`src/rtl/fetch_pkg.sv`:
```
`default_nettype none
// +----------------------------------------------------------------------------+
// | Module   : fetch_pkg                                                       |
// | Purpose  : Shared types, default widths and the PC alignment helper for    |
// |            the fetch queue unit.                                           |
// | Contents : PC_W_DEF, INSTR_W_DEF, INSTR_BYTES_DEF, fetch_entry_t,          |
// |            align_pc()                                                      |
// | Revision : 1.0 - initial release                                           |
// +----------------------------------------------------------------------------+
package fetch_pkg;

  localparam int PC_W_DEF        = 64;
  localparam int INSTR_W_DEF     = 32;
  localparam int INSTR_BYTES_DEF = 4;

  typedef struct packed {
    logic [PC_W_DEF-1:0]    pc;
    logic [INSTR_W_DEF-1:0] instr;
  } fetch_entry_t;

  // Clears the low 'lsbs' bits so redirect targets land on an instruction boundary.
  function automatic logic [PC_W_DEF-1:0] align_pc(input logic [PC_W_DEF-1:0] pc,
                                                   input int unsigned         lsbs);
    return pc & ~((PC_W_DEF'(1) << lsbs) - PC_W_DEF'(1));
  endfunction

endpackage
`default_nettype wire

```
`src/rtl/fetch_queue_unit_if.sv`:
```
`default_nettype none
// +----------------------------------------------------------------------------+
// | Module   : fetch_queue_unit_if                                             |
// | Purpose  : Bundles the redirect, instruction-memory and decode handshake   |
// |            signals of the fetch queue unit.                                |
// | Signals  : PCSrc_F, PCBranch_F      redirect request / target              |
// |            imem_addr_F, imem_data_F instruction memory address / data      |
// |            out_valid_F, out_ready_F decode handshake                       |
// |            out_pc_F, out_instr_F    queue head                             |
// |            q_count_F                occupied entries                       |
// | Modports : master = fetch unit side, slave = environment side              |
// | Revision : 1.0 - initial release                                           |
// +----------------------------------------------------------------------------+
interface fetch_queue_unit_if #(
  parameter int PC_W    = 64,
  parameter int INSTR_W = 32,
  parameter int DEPTH   = 4
);
  localparam int CNT_W = $clog2(DEPTH + 1);

  logic               PCSrc_F;
  logic [PC_W-1:0]    PCBranch_F;
  logic [PC_W-1:0]    imem_addr_F;
  logic [INSTR_W-1:0] imem_data_F;
  logic               out_valid_F;
  logic               out_ready_F;
  logic [PC_W-1:0]    out_pc_F;
  logic [INSTR_W-1:0] out_instr_F;
  logic [CNT_W-1:0]   q_count_F;

  modport master (
    input  PCSrc_F, PCBranch_F, imem_data_F, out_ready_F,
    output imem_addr_F, out_valid_F, out_pc_F, out_instr_F, q_count_F
  );

  modport slave (
    output PCSrc_F, PCBranch_F, imem_data_F, out_ready_F,
    input  imem_addr_F, out_valid_F, out_pc_F, out_instr_F, q_count_F
  );
endinterface
`default_nettype wire

```
`src/rtl/fetch_fifo.sv`:
```
`default_nettype none
// +----------------------------------------------------------------------------+
// | Module   : fetch_fifo                                                      |
// | Purpose  : Synchronous DEPTH-entry FIFO holding fetched {pc, instr} pairs. |
// |            Flush has priority over push/pop; reset over everything.        |
// | Ports    : clk, reset (active low, synchronous)                            |
// |            i_push, i_pop, i_flush, i_data  -> control / write data         |
// |            o_head, o_count, o_valid        -> head entry and occupancy     |
// | Revision : 1.0 - initial release                                           |
// +----------------------------------------------------------------------------+
module fetch_fifo
  import fetch_pkg::*;
#(
  parameter int  DEPTH   = 4,
  parameter type T_ENTRY = fetch_entry_t
) (
  input  wire logic                       clk,
  input  wire logic                       reset,
  input  wire logic                       i_push,
  input  wire logic                       i_pop,
  input  wire logic                       i_flush,
  input  wire T_ENTRY                     i_data,
  output T_ENTRY                          o_head,
  output logic [$clog2(DEPTH+1)-1:0]      o_count,
  output logic                            o_valid
);
  localparam int PTR_W = $clog2(DEPTH);
  localparam int CNT_W = $clog2(DEPTH + 1);

  T_ENTRY             r_mem [DEPTH];
  logic [PTR_W-1:0]   r_wr_ptr;
  logic [PTR_W-1:0]   r_rd_ptr;
  logic [CNT_W-1:0]   r_count;

  // Pointers are exactly log2(DEPTH) bits, so they wrap without extra logic.
  always_ff @(posedge clk) begin
    if (!reset || i_flush) begin
      r_wr_ptr <= '0;
      r_rd_ptr <= '0;
      r_count  <= '0;
    end else begin
      if (i_push) r_wr_ptr <= r_wr_ptr + PTR_W'(1);
      if (i_pop)  r_rd_ptr <= r_rd_ptr + PTR_W'(1);
      case ({i_push, i_pop})
        2'b10:   r_count <= r_count + CNT_W'(1);
        2'b01:   r_count <= r_count - CNT_W'(1);
        default: r_count <= r_count;
      endcase
    end
  end

  // When full with a simultaneous pop, tail == head: the old head is consumed
  // by decode this cycle, so overwriting that slot is safe.
  always_ff @(posedge clk) begin
    if (reset && !i_flush && i_push) r_mem[r_wr_ptr] <= i_data;
  end

  // Head is forced to zero when empty so stale storage never shows on the bus.
  assign o_valid = (r_count != '0);
  assign o_head  = o_valid ? r_mem[r_rd_ptr] : '0;
  assign o_count = r_count;

endmodule
`default_nettype wire

```
`src/rtl/fetch_queue_unit.sv`:
```
`default_nettype none
// +----------------------------------------------------------------------------+
// | Module   : fetch_queue_unit                                                |
// | Purpose  : Fetch stage with a prefetch queue. Holds the PC, reads the      |
// |            combinational instruction memory and pushes {pc, instr} into a  |
// |            DEPTH-entry queue drained by decode. A redirect loads the       |
// |            aligned target and flushes the queue.                           |
// | Ports    : clk, reset (active low, synchronous)                            |
// |            bus (fetch_queue_unit_if.master): redirect, imem, decode        |
// |            perf_flush_cnt_F, perf_stall_cnt_F (only with FETCH_PERF_CNT_EN)|
// | Options  : FETCH_PERF_CNT_EN - adds saturating flush/stall counters        |
// | Notes    : PC_W must not exceed PC_W_DEF; interface parameters must match. |
// | Revision : 1.0 - initial release                                           |
// +----------------------------------------------------------------------------+
module fetch_queue_unit
  import fetch_pkg::*;
#(
  parameter int              PC_W         = PC_W_DEF,
  parameter int              INSTR_W      = INSTR_W_DEF,
  parameter int              DEPTH        = 4,
  parameter int              INSTR_BYTES  = INSTR_BYTES_DEF,
  parameter logic [PC_W-1:0] RESET_VECTOR = PC_W'(0)
) (
  input  wire logic          clk,
  input  wire logic          reset,
  fetch_queue_unit_if.master bus
`ifdef FETCH_PERF_CNT_EN
  ,
  output logic [31:0]        perf_flush_cnt_F,
  output logic [31:0]        perf_stall_cnt_F
`endif
);
  localparam int CNT_W   = $clog2(DEPTH + 1);
  localparam int ALIGN_W = $clog2(INSTR_BYTES);

  typedef struct packed {
    logic [PC_W-1:0]    pc;
    logic [INSTR_W-1:0] instr;
  } entry_t;

  logic [PC_W-1:0]  r_pc;
  logic [PC_W-1:0]  w_target;
  logic             w_full;
  logic             w_pop;
  logic             w_push;
  logic             w_valid;
  logic [CNT_W-1:0] w_count;
  entry_t           w_wr_entry;
  entry_t           w_head;

  assign w_full   = (w_count == CNT_W'(DEPTH));
  assign w_pop    = w_valid && bus.out_ready_F;
  // A full queue still accepts a push when decode frees the head this edge.
  assign w_push   = !bus.PCSrc_F && (!w_full || w_pop);
  assign w_target = PC_W'(align_pc(PC_W_DEF'(bus.PCBranch_F), ALIGN_W));

  assign w_wr_entry.pc    = r_pc;
  assign w_wr_entry.instr = bus.imem_data_F;

  // PC wraps modulo 2^PC_W by plain truncation of the add.
  always_ff @(posedge clk) begin
    if (!reset) begin
      r_pc <= RESET_VECTOR;
    end else if (bus.PCSrc_F) begin
      r_pc <= w_target;
    end else if (w_push) begin
      r_pc <= r_pc + PC_W'(INSTR_BYTES);
    end
  end

  fetch_fifo #(
    .DEPTH   (DEPTH),
    .T_ENTRY (entry_t)
  ) u_fifo (
    .clk     (clk),
    .reset   (reset),
    .i_push  (w_push),
    .i_pop   (w_pop && !bus.PCSrc_F),
    .i_flush (bus.PCSrc_F),
    .i_data  (w_wr_entry),
    .o_head  (w_head),
    .o_count (w_count),
    .o_valid (w_valid)
  );

  assign bus.imem_addr_F = r_pc;
  assign bus.out_valid_F = w_valid;
  assign bus.out_pc_F    = w_head.pc;
  assign bus.out_instr_F = w_head.instr;
  assign bus.q_count_F   = w_count;

`ifdef FETCH_PERF_CNT_EN
  logic [31:0] r_flush_cnt;
  logic [31:0] r_stall_cnt;

  always_ff @(posedge clk) begin
    if (!reset) begin
      r_flush_cnt <= '0;
      r_stall_cnt <= '0;
    end else begin
      if (bus.PCSrc_F && (r_flush_cnt != 32'hFFFF_FFFF))
        r_flush_cnt <= r_flush_cnt + 32'd1;
      if (w_full && !w_pop && (r_stall_cnt != 32'hFFFF_FFFF))
        r_stall_cnt <= r_stall_cnt + 32'd1;
    end
  end

  assign perf_flush_cnt_F = r_flush_cnt;
  assign perf_stall_cnt_F = r_stall_cnt;
`endif

endmodule
`default_nettype wire
```
`src/flat_wrapper.sv`:
```
// flat-port wrapper written by rule: the top's interface ports become plain ports
module fetch_queue_unit_flat import fetch_pkg::*;
#(
  parameter int              PC_W         = PC_W_DEF,
  parameter int              INSTR_W      = INSTR_W_DEF,
  parameter int              DEPTH        = 4,
  parameter int              INSTR_BYTES  = INSTR_BYTES_DEF,
  parameter logic [PC_W-1:0] RESET_VECTOR = PC_W'(0)
)
  (clk, reset, bus_PCSrc_F, bus_PCBranch_F, bus_imem_data_F, bus_out_ready_F, bus_imem_addr_F, bus_out_valid_F, bus_out_pc_F, bus_out_instr_F, bus_q_count_F);
  fetch_queue_unit_if #(.PC_W(PC_W), .INSTR_W(INSTR_W), .DEPTH(DEPTH)) bus_i ();
  input  wire logic clk;
  input  wire logic reset;
  input wire logic [$bits(bus_i.PCSrc_F)-1:0] bus_PCSrc_F;
  input wire logic [$bits(bus_i.PCBranch_F)-1:0] bus_PCBranch_F;
  input wire logic [$bits(bus_i.imem_data_F)-1:0] bus_imem_data_F;
  input wire logic [$bits(bus_i.out_ready_F)-1:0] bus_out_ready_F;
  output wire logic [$bits(bus_i.imem_addr_F)-1:0] bus_imem_addr_F;
  output wire logic [$bits(bus_i.out_valid_F)-1:0] bus_out_valid_F;
  output wire logic [$bits(bus_i.out_pc_F)-1:0] bus_out_pc_F;
  output wire logic [$bits(bus_i.out_instr_F)-1:0] bus_out_instr_F;
  output wire logic [$bits(bus_i.q_count_F)-1:0] bus_q_count_F;
  assign bus_i.PCSrc_F = bus_PCSrc_F;
  assign bus_i.PCBranch_F = bus_PCBranch_F;
  assign bus_i.imem_data_F = bus_imem_data_F;
  assign bus_i.out_ready_F = bus_out_ready_F;
  assign bus_imem_addr_F = bus_i.imem_addr_F;
  assign bus_out_valid_F = bus_i.out_valid_F;
  assign bus_out_pc_F = bus_i.out_pc_F;
  assign bus_out_instr_F = bus_i.out_instr_F;
  assign bus_q_count_F = bus_i.q_count_F;
  fetch_queue_unit #(.PC_W(PC_W), .INSTR_W(INSTR_W), .DEPTH(DEPTH), .INSTR_BYTES(INSTR_BYTES), .RESET_VECTOR(RESET_VECTOR)) u_core (.clk(clk), .reset(reset), .bus(bus_i));
endmodule
```
`config.mk`:
```
export PLATFORM = sky130hd
export DESIGN_NAME = fetch_queue_unit_flat
export DESIGN_NICKNAME = d
export VERILOG_FILES = /design/src/rtl/fetch_pkg.sv /design/src/rtl/fetch_queue_unit_if.sv /design/src/rtl/fetch_fifo.sv /design/src/rtl/fetch_queue_unit.sv /design/src/flat_wrapper.sv
export SDC_FILE = /design/constraint.sdc
export NUM_CORES = 1
export LEC_CHECK = 0
export BUFFER_PORTS_ARGS = -buffer_cell sky130_fd_sc_hd__buf_2
export CAP_MARGIN = 20
export CORE_MARGIN = 5
export CORE_UTILIZATION = 52
export CTS_BUF_LIST = sky130_fd_sc_hd__clkbuf_16
export DETAILED_ROUTE_END_ITERATION = 10
export HOLD_SLACK_MARGIN = 0.08
export PLACE_DENSITY_LB_ADDON = 0.05
export SLEW_MARGIN = 20
export SYNTH_ARGS = -nofsm -noshare
export SYNTH_HDL_FRONTEND = slang
export SYNTH_SLANG_ARGS = --single-unit
export TNS_END_PERCENT = 30
```
`constraint.sdc`:
```
create_clock -name clk -period 4.3 [get_ports clk]
set_clock_uncertainty 0.05 [all_clocks]
set_input_delay 0.215 -clock clk [delete_from_list [all_inputs] [get_ports clk]]
set_output_delay 0.215 -clock clk [all_outputs]
set_load 0.01 [all_outputs]
```
==> metrics <==
Reg power frac 52.7%; Power, Total between 9000 and 10,000 uW; grt met1 use 31.8%; Die W 199 um; via count of the first global-routing pass 11,370; Mapped Area 0.0185 sq mm; Layout Area Growth over Synthesis 23.0%; # diodes 0; startpoint type of the worst setup path flop; most used routing layer met2; Least-Margin Pin Slew 0.900 ns; Clock Power Share 41.3%; Die Ht 199 um; setup bufs post-CTS 0; initial core utilization 52.3%; DRC viols 0; commonest non-fill, non-tap cell in the layout edfxtp_1; Mapped Cells between 1,000 and 1,500; Max stage delay on crit path 0.66 ns; CTS Buf Count 46; GP Congestion between 0.8 and 0.9; Port Buffer Count 257; Peak supply drop 0.000316 V; total global routing overflow 0; total track usage 22.3%; most frequent cells in the layout edfxtp_1, buf_2, and2_1; worst slack, placed 1.23 ns; CP Cell Sequence inv_1 > ha_1 > and3b_1 > nor2_2 > nand4_1 > or4_1 > a31oi_1; RSZ-0062 raised after global routing no; slack of the critical path 1.23 ns; Root Driver clkbuf_16; Hold Vio Cnt, Final 0; post-cts resize count 0; clk slew on worst S/H paths 0.06 ns; TNS Setup 0 ns; number of flops mapped to enable cells by yosys between 300 and 400; PwrDens 414 mW/mm^2; max cap viols 0; Post-synth top flop edfxtp_1; core box area between 0.03 and 0.04 sq mm; status finished, final reports clean; Initial DRC Count 638; WHS Path Cells 4; met2 Use GR 37.1%; Post-synth ARST share 0%; clock sink count approximately 450; CTS Buffer Depth 3; Top Ports between 200 and 300; mean number of vias per cell 5.77; ANT nets after route 0; Final #Nets 1,592; Switching Share a little over a fifth; Crit path required time about 4.7 ns; initial antenna violation count 0; max frequency 325 MHz; GR Util met3 3.20%; Final Cycle Share 71.5%; dpl hpwl between 20,000 and 30,000 um; Min-Delay Path Class in2reg; Slew Viols, Final 0; Worst Setup End Kind flop; TritonCTS clock tree built; final WL 44,600 um; via count between 10,000 and 15,000; die area 0.0394 sq mm; CP max FO 16; drt first pass iters 5; worst skew pair latency 0.55 ns; final setup violating endpoints 0; synth unique cells 57; Syn Area/Cell 16.4 sq um; critical path arrival around 3.5 ns; Max transition margin roughly two fifths; R2R cell count 7; combinational share of power 6.0%; Synth Warn # 0; largest net degree at the start of global routing 66; register bit count reported by yosys 447; CP max-delay cell or4_1; leakage power around 0.0081 uW; CP Class reg2reg; sequential-to-total area share from yosys stat between 60 and 70%; FP Rows 69; post-layout min period 3.07 ns; wire per inst 22.5 um; P_int roughly 7400 uW; H-Tree Level Count 2; layout cells sized above 1 29.8%; first-pass GRT wire length 67,300 um; P_sw about 2000 uW
cell usage after synthesis (all sizes together) (9+ instances only):
master	n	area (sq um)
nand2	48	180
a31oi	19	119
clkbuf	41	154
o31ai	15	113
and2	108	677
o21ai	49	245
nor2	20	80.1
nand3	31	160
xnor2	22	193
nand4	41	312
dfxtp	71	1420
o211a	13	130
or4	17	128
nor4	13	109
xor2	16	140
edfxtp	376	11300
buf	19	108
and3	9	56.3
a21oi	18	90.1
nand2b	16	100
mux4	94	2120
nor3	15	91.3
routing by layer:
layer / vias up / share of wire (%)
met5: - / 0
met4: 0 / 1.7
met3: 62 / 5.7
met2: 318 / 49
met1: 5831 / 43
li1: 5198 / -
state kept, by name, indices dropped and copies added (netlist names), named ones only:
signal and cells:
u_core.u_fifo.o_count 3, u_core.u_fifo.r_rd_ptr 2, u_core.bus.imem_addr_F 62, u_core.u_fifo.r_mem 376
u_core.u_fifo.r_wr_ptr 2
final timing paths:
path	from	to	slack, ns
max reg2reg	u_core.u_fifo.o_count[0]	u_core.bus.imem_addr_F[35]	1.23
max	u_core.u_fifo.o_count[0]	u_core.bus.imem_addr_F[35]	1.23
min reg2reg	u_core.u_fifo.r_wr_ptr[1]	u_core.u_fifo.r_wr_ptr[1]	0.46
min	bus_out_ready_F	flop	0.13
final cells by class:
| cell class | count | area (sq um) |
|---|---|---|
| sequential | 447 | 12700 |
| fill | 2612 | 12600 |
| multi-input combinational | 615 | 5500 |
| timing repair buffer | 366 | 2430 |
| clock buffer | 47 | 1180 |
| tap | 461 | 577 |
| clock inverter | 35 | 305 |
| inverter | 8 | 30.0 |
worst max-delay path: cells and delay by family (launching register included):
family / cells / cell delay, ns
compound gates: 1 / 0.17
flops: 1 / 0.39
buf+inv: 1 / 0.06
simple gates: 4 / 2.07
fa+ha+maj: 1 / 0.24
what timing repair did:
item / 4_1_cts / 5_1_grt
endpoints found under the hold margin: 190 / 0
hold buffers: 94 / 0
setup endpoints to repair: 0 / 0
through the flow:
| stage | cell area (sq um) | utilization, % | instances | hold WS, ns |
|---|---|---|---|---|
| after CTS | 22700 | 64.4 | 1979 | 0.0979 |
| after global placement | 20300 | 57.5 | 1803 | 0.379 |
| after global routing | 22700 | 64.4 | 1979 | 0.170 |
| after floorplan | 18500 | - | 1131 | 0.264 |
| final | 22700 | 64.4 | 1979 | 0.128 |
| after detailed placement | 20300 | 57.5 | 1803 | 0.384 |
power by group through the flow:
| stage | sequential, uW | combinational [uW] | clock [uW] |
|---|---|---|---|
| detailed placement | 5050 | 503 | 0 |
| CTS | 4960 | 572 | 3980 |
| finish | 4960 | 566 | 3890 |
| global route | 4980 | 616 | 4160 |
| global placement | 5050 | 498 | 0 |
| floorplan | 5020 | 259 | 0 |
cells by family after synthesis:
kind of cell             count (synthesis)  share of synthesized area [%]
adder cells (fa/ha/maj)                  8                          0.542
AND/OR/NAND/NOR                        342                           11.3
XOR/XNOR                                38                           1.80
multiplexers                            96                           11.6
AO/OA/AOI/OAI                          127                           4.39
other                                    1                         0.0203
flip-flops                             447                           68.8
buffers and inverters                   69                           1.62
No activity file was read; power rests on OpenSTA's default activity.
